$ cat src/rtl/serial_compare_driver.sv
// Serial WIDTH-bit unsigned magnitude comparator, one 4-bit slice per clock.
// Ports: clk, rst_n, iStart, iData_a, iData_b, iCasc -> oBusy, oDone, oData.
module serial_compare_driver #(
  parameter int WIDTH = 16
) (
  input  logic             clk,
  input  logic             rst_n,
  input  logic             iStart,
  input  logic [WIDTH-1:0] iData_a,
  input  logic [WIDTH-1:0] iData_b,
  input  logic [2:0]       iCasc,
  output logic             oBusy,
  output logic             oDone,
  output logic [2:0]       oData
);

  localparam int SLICES = WIDTH / 4;
  localparam int IW = (SLICES > 1) ? $clog2(SLICES) : 1;

  typedef enum logic {
    IDLE,
    RUN
  } state_t;

  state_t           state_q;
  logic [IW-1:0]    idx_q;
  logic [WIDTH-1:0] a_q;
  logic [WIDTH-1:0] b_q;
  logic [2:0]       res_q;
  logic [2:0]       data_q;
  logic             busy_q;
  logic             done_q;

  logic [3:0]       sa;
  logic [3:0]       sb;
  logic [2:0]       res_d;
  logic             last;

  always_comb begin
    sa    = a_q[{idx_q, 2'b00} +: 4];
    sb    = b_q[{idx_q, 2'b00} +: 4];
    last  = (idx_q == IW'(SLICES - 1));
    res_d = res_q;
    if (sa > sb) begin
      res_d = 3'b100;
    end else if (sa < sb) begin
      res_d = 3'b010;
    end
  end

  always_ff @(posedge clk or negedge rst_n) begin
    if (!rst_n) begin
      state_q <= IDLE;
      idx_q   <= '0;
      a_q     <= '0;
      b_q     <= '0;
      res_q   <= '0;
      data_q  <= '0;
      busy_q  <= 1'b0;
      done_q  <= 1'b0;
    end else begin
      done_q <= 1'b0;
      unique case (state_q)
        IDLE: begin
          if (iStart) begin
            a_q     <= iData_a;
            b_q     <= iData_b;
            res_q   <= iCasc;
            idx_q   <= '0;
            busy_q  <= 1'b1;
            state_q <= RUN;
          end
        end
        RUN: begin
          res_q <= res_d;
          idx_q <= idx_q + IW'(1);
          if (last) begin
            idx_q   <= '0;
            data_q  <= res_d;
            done_q  <= 1'b1;
            busy_q  <= 1'b0;
            state_q <= IDLE;
          end
        end
        default: state_q <= IDLE;
      endcase
    end
  end

  assign oBusy = busy_q;
  assign oDone = done_q;
  assign oData = data_q;

endmodule
$ cat config.mk
export PLATFORM = sky130hd
export DESIGN_NAME = serial_compare_driver
export DESIGN_NICKNAME = d
export VERILOG_FILES = /design/src/rtl/serial_compare_driver.sv
export SDC_FILE = /design/constraint.sdc
export NUM_CORES = 1
export LEC_CHECK = 0
export ABC_AREA = 1
export BUFFER_PORTS_ARGS = -buffer_cell sky130_fd_sc_hd__buf_2
export CORE_ASPECT_RATIO = 0.75
export CORE_MARGIN = 2
export CORE_UTILIZATION = 58
export DETAILED_ROUTE_END_ITERATION = 10
export GPL_TIMING_DRIVEN = 0
export PLACE_DENSITY = 0.84
export SLEW_MARGIN = 10
export SYNTH_ARGS = -nofsm -noshare
export SYNTH_HDL_FRONTEND = slang
export SYNTH_SLANG_ARGS = --single-unit
$ cat constraint.sdc
create_clock -name clk -period 6.1 [get_ports clk]
set_clock_uncertainty 0.2 [all_clocks]
set_input_delay 0 -clock clk [delete_from_list [all_inputs] [get_ports clk]]
set_output_delay 0 -clock clk [all_outputs]
set_load 0.05 [all_outputs]
======== Yosys cells after proc, flatten, opt, wreduce, memory -nomap -nowiden ========
Cells that the tools add are included.
word-level totals
  register bits ........................... 43
cells by class
  add/subtract/negate cells ............... 1
  $lt $le $gt $ge ......................... 2
  equal/unequal tests ..................... 3
  shifts and indexed selects .............. 2
  muxes and demuxes ....................... 15
  bitwise logic cells ..................... 1
  reduce and logical (&&, ||, !) cells .... 3
operators with widths
  cell                 count
  $shiftx 16x5->4      2
  $mux 3               3
  $mux 1               6
  $pmux 3 s2           1
  $reduce_and 2->1     3
  $gt 4x4->1           1
  $lt 4x4->1           1
  $mux 2               2
  $pmux 1 s2           2
  $pmux 2 s2           1
  $add 2x1->2 const B  1
  $eq 2x2->1 const B   1
  $ne 2x1->1 const B   1
  $ne 2x2->1 const B   1
  $not 1->1            1

======== Longest topological paths before layout ========
  depth after elaboration ................. 5
  gate-level depth with buffers ........... 14
  mapped depth without buffers ............ 12

======== Worst setup path before layout ========
Ideal clock, no wire load.
  path type ............................... flip-flop to flip-flop
  start ................................... register idx_q[0]
  end ..................................... register res_q[1]
  setup time .............................. 117 ps
  data arrival time ....................... 1771 ps
  setup slack ............................. 4012 ps
  cell stages (with the launch flop) ...... 14
  buffers on the path ..................... 2
  clock period less this slack ............ 2088 ps
  path through ............................ dfrtp_1 > buf_2 > inv_1 > buf_2 > nor2_1 > o22a_1 > ha_1 > nand2_1 > inv_1 > nand2_1 > nand2_1 > nand2_1 > nand2_1 > nand2_1
between the ends
  word-level cells in the longest chain between the ends .. 5
RTL lines
  element                                    line    RTL
  start: declaration                         26      logic [IW-1:0] idx_q;
  start signal: assignment                   76      idx_q <= idx_q + IW'(1);
  $shiftx 16x5->4, on equally long branches  40, 41
  $lt 4x4->1                                 46      end else if (sa < sb) begin
  $mux 3                                     46
  $mux 3 *                                   44      if (sa > sb) begin
  $pmux 3 s2 *                               63      unique case (state_q)
  end signal: assignment                     68      res_q <= iCasc;
  end signal: assignment                     75      res_q <= res_d;
  end: declaration                           29      logic [2:0] res_q;
Mark *: on every way between the ends. The rest lies on a longest branch, timed or not.
A chain may end at the register's enable or synchronous reset.

======== Final worst setup path ========
  start ................................... register idx_q[0]
  end ..................................... register data_q[1], in the netlist oData[1]
between the ends
  word-level cells in the longest chain between the ends .. 4
RTL lines
  element                                    line    RTL
  $shiftx 16x5->4, on equally long branches  40, 41
  $lt 4x4->1                                 46
  $mux 3                                     46
  $mux 3                                     44
  end signal: assignment                     79      data_q <= res_d;
  end: declaration                           30      logic [2:0] data_q;
Several ways; a longest one is shown, not always the timed one.

==> impl_metrics.env <==
export IMPL_start_kind="register"
export IMPL_net_switching_power_mw=0.602
export IMPL_p_seq_share_pct=34.7
export IMPL_critPathTopFamily="buffers and inverters"
export IMPL_rows=19
export IMPL_dp_hpwl_um=2940
export IMPL_drtAntennaViolNets=0
export IMPL_drive_gt1_share_pct=32.0
export IMPL_max_freq_ghz=0.394
export IMPL_syn_area_mm2=0.00213
export IMPL_first_pass_iters=4
export IMPL_path_common_cell="nand2_1"
export IMPL_stdcell_area_mm2=0.00295
export IMPL_fillCellCount=190
export IMPL_finalHoldViolations=0
export IMPL_crit_path_max_fanout=10
export IMPL_worstRegToRegCells=13
export IMPL_maxCapViolCount=0
export IMPL_synth_distinct_cells=18
export IMPL_clockBufferDepth=2
export IMPL_htreeDepth=2
export IMPL_clockRootBuffer="clkbuf_8"
export IMPL_vias=1720
export IMPL_path_clk_slew_ns=0.07
export IMPL_critical_path_class="register to register"
export IMPL_power_density_mw_per_mm2=516
export IMPL_slew_headroom_pct=37.2
export IMPL_crit_required_ns=6.09
export IMPL_synth_seq_area_share_pct=50.6
export IMPL_leakage_nw=1.52
export IMPL_final_instance_count_excl_fill=330
export IMPL_yosysWarnings=0
export IMPL_numCtsBuffers=5
export IMPL_crit_buf_inv=4
export IMPL_core_area_mm2=0.00359
export IMPL_power_internal_mw=0.920
export IMPL_grt_max_degree=44
export IMPL_timing_final_crit_share_pct=41.6
export IMPL_combPwrFrac_pct=52.4
export IMPL_grt_setup_unrepaired="false"
export IMPL_cpMaxStageDelayCell="dfrtp_1"
export IMPL_status="finished, final reports clean"
export IMPL_clkLatencyLatePin_ns=0.30
export IMPL_nets=320
export IMPL_r2r_start="idx_q[0]"
export IMPL_hold_class="primary input to asynchronous set/reset pin"
export IMPL_dieArea_mm2=0.00417
export IMPL_grt_overflow_total=0
export IMPL_cts_resized=0
export IMPL_tns_ns=0
export IMPL_drt_total_wl_um=5020
export IMPL_cts_tree="yes"
export IMPL_post_drt_wl_per_cell_um=15.2
export IMPL_power_mw=1.52
export IMPL_r2r_end="oData[1]"
export IMPL_crit_arrival_ns=2.53
export IMPL_setup_violations=0
export IMPL_avgSynthCellArea_um2=11.6
export IMPL_yosys_top_cells_area="dfrtp_1 (51%), mux2_4 (20%), nand2_1 (4.8%)"
export IMPL_numPortBuffers=42
export IMPL_grtUsageTotal_pct=26.7
export IMPL_switching_share_pct=39.5
export IMPL_syn_inst=183
export IMPL_pwr_share_clk_pct=12.9
export IMPL_viasPerCell=5.21
export IMPL_tightest_slew_ns=0.942
export IMPL_yosysTopAreaCellShare_pct=50.6
export IMPL_crit_chain="buf_2, inv_1, buf_2, nor2_1, o22a_1, ha_1, nand2_1, inv_1, nand2_1, nand2_1, nand2_1, nand2_1, nand2_1"
export IMPL_grt_pass1_vias=1788
export IMPL_initial_core_util_pct=59.2
export IMPL_placed_cells=277
export IMPL_min_period_ns=2.54
export IMPL_multiInputGateArea_um2=926
export IMPL_dpl_cell_area_mm2=0.00240
export IMPL_gp_congestion=0.845
export IMPL_end_kind="register"
export IMPL_cts_sinks=43
export IMPL_syn_num_nets=226
export IMPL_synth_top_area_cell="dfrtp_1"
export IMPL_peakVddDrop_uv=329
export IMPL_ff_latch_area_mm2=0.00108
export IMPL_r2r_setup_slack_ns=3.56
export IMPL_ys_seq_elements=43
export IMPL_grt_pass1_wl_um=8280
export IMPL_drv_slew=0
export IMPL_n_antenna_cell=0
export IMPL_drc=0
export IMPL_syn2layout_area_growth_pct=38.8
export IMPL_pin_count=43
export IMPL_cpPeakStageDelay_ns=0.39
export IMPL_die_h_um=56.4
export IMPL_antenna_found_initial=0
export IMPL_drt_initial_drc_count=238
export IMPL_die_w_um=73.9
## synth_stat cells
library cell and instances:
dfrtp_1 43, mux2_4 29, nand2_1 27, nor2_1 19, o21ai_0 18, inv_1 12
nand3_1 7, ha_1 5, o22a_1 4, o22ai_1 4, buf_12 3, buf_2 3
mux2_2 3, a21oi_1 2, inv_2 1, nand2_4 1, nor3b_1 1, o31ai_1 1
## metal layers
metal	track usage [%]	share of wire [%]	vias to the layer above
li1	-	-	809
met1	38.4	47	823
met2	39.8	46	74
met3	4.85	5.4	14
met4	11.2	2.3	0
met5	0	0	-
## worst register-to-register path: stages (launching register included)
cell and delay (ns):
dfrtp_1 0.39, buf_2 0.18, inv_1 0.18, buf_2 0.25
nor2_1 0.07, o22a_1 0.21, ha_1 0.29, nand2_1 0.10
inv_1 0.08, nand2_1 0.06, nand2_1 0.17, nand2_1 0.11
nand2_1 0.08, nand2_1 0.05
## final cells by class
type                    count  area share (%)
well taps                  52            2.20
multi-input cells         121            31.4
plain buffers               6            2.54
repair buffers             87            22.4
inverters                  13            1.65
flip-flops and latches     43            36.5
clock buffers               8            3.39
## layout by cell type (no fill, tap or decap), drive strengths merged
master	count
mux2	32
dlygate4sd3	45
a21oi	2
ha	5
o22ai	4
nor2	19
nand3	7
o22a	4
o21ai	18
buf	48
nor3b	1
nand2	28
dfrtp	43
o31ai	1
clkbuf	8
inv	13
## what timing repair did
item                                   in CTS  in global routing
buffers inserted                            0                  0
hold buffers                               45                  0
endpoints found under the hold margin      81                  0
## per-stage QoR
stage          worst slack [ns]  hold WS [ns]  utilization, %
3_3_place_gp               3.78       -0.0242            66.9
2_1_floorplan              4.01        -0.496               -
5_1_grt                    3.45         0.259            82.2
3_5_place_dp               3.71       -0.0175            66.9
6_report                   3.56         0.182            82.2
4_1_cts                    3.68         0.220            82.2
## state kept, by name, indices dropped and copies added (netlist names)
register	flops
a_q	16
b_q	16
oData	3
res_q	3
idx_q	2
oBusy	1
oDone	1
state_q	1
## how the worst max path moves through the flow
stage,startpoint,endpoint,cells after the start
global placement,idx_q[0],oData[1],13
finish,idx_q[0],oData[1],13
CTS,idx_q[0],oData[1],13
floorplan,idx_q[0],res_q[1],13
global route,idx_q[0],res_q[1],13
detailed placement,idx_q[0],res_q[1],13
## cell families (layout without fill, tap and decap cells)
group,count (synthesis),count (layout),share of synthesized area [%]
AO/OA/AOI/OAI,29,29,7.89
adder cells (fa/ha/maj),5,5,2.94
buffers and inverters,19,114,5.83
flip-flops,43,43,50.6
multiplexers,32,32,22.1
AND/OR/NAND/NOR,55,55,10.7
## power by group through the flow
stage | Combinational, mW | Clock [mW] | Sequential [mW]
6_report | 0.798 | 0.196 | 0.528
5_1_grt | 0.872 | 0.212 | 0.545
2_1_floorplan | 0.542 | 0 | 0.536
3_3_place_gp | 0.690 | 0 | 0.523
3_5_place_dp | 0.713 | 0 | 0.527
4_1_cts | 0.761 | 0.197 | 0.526
Power figures use the tool's default switching activity.
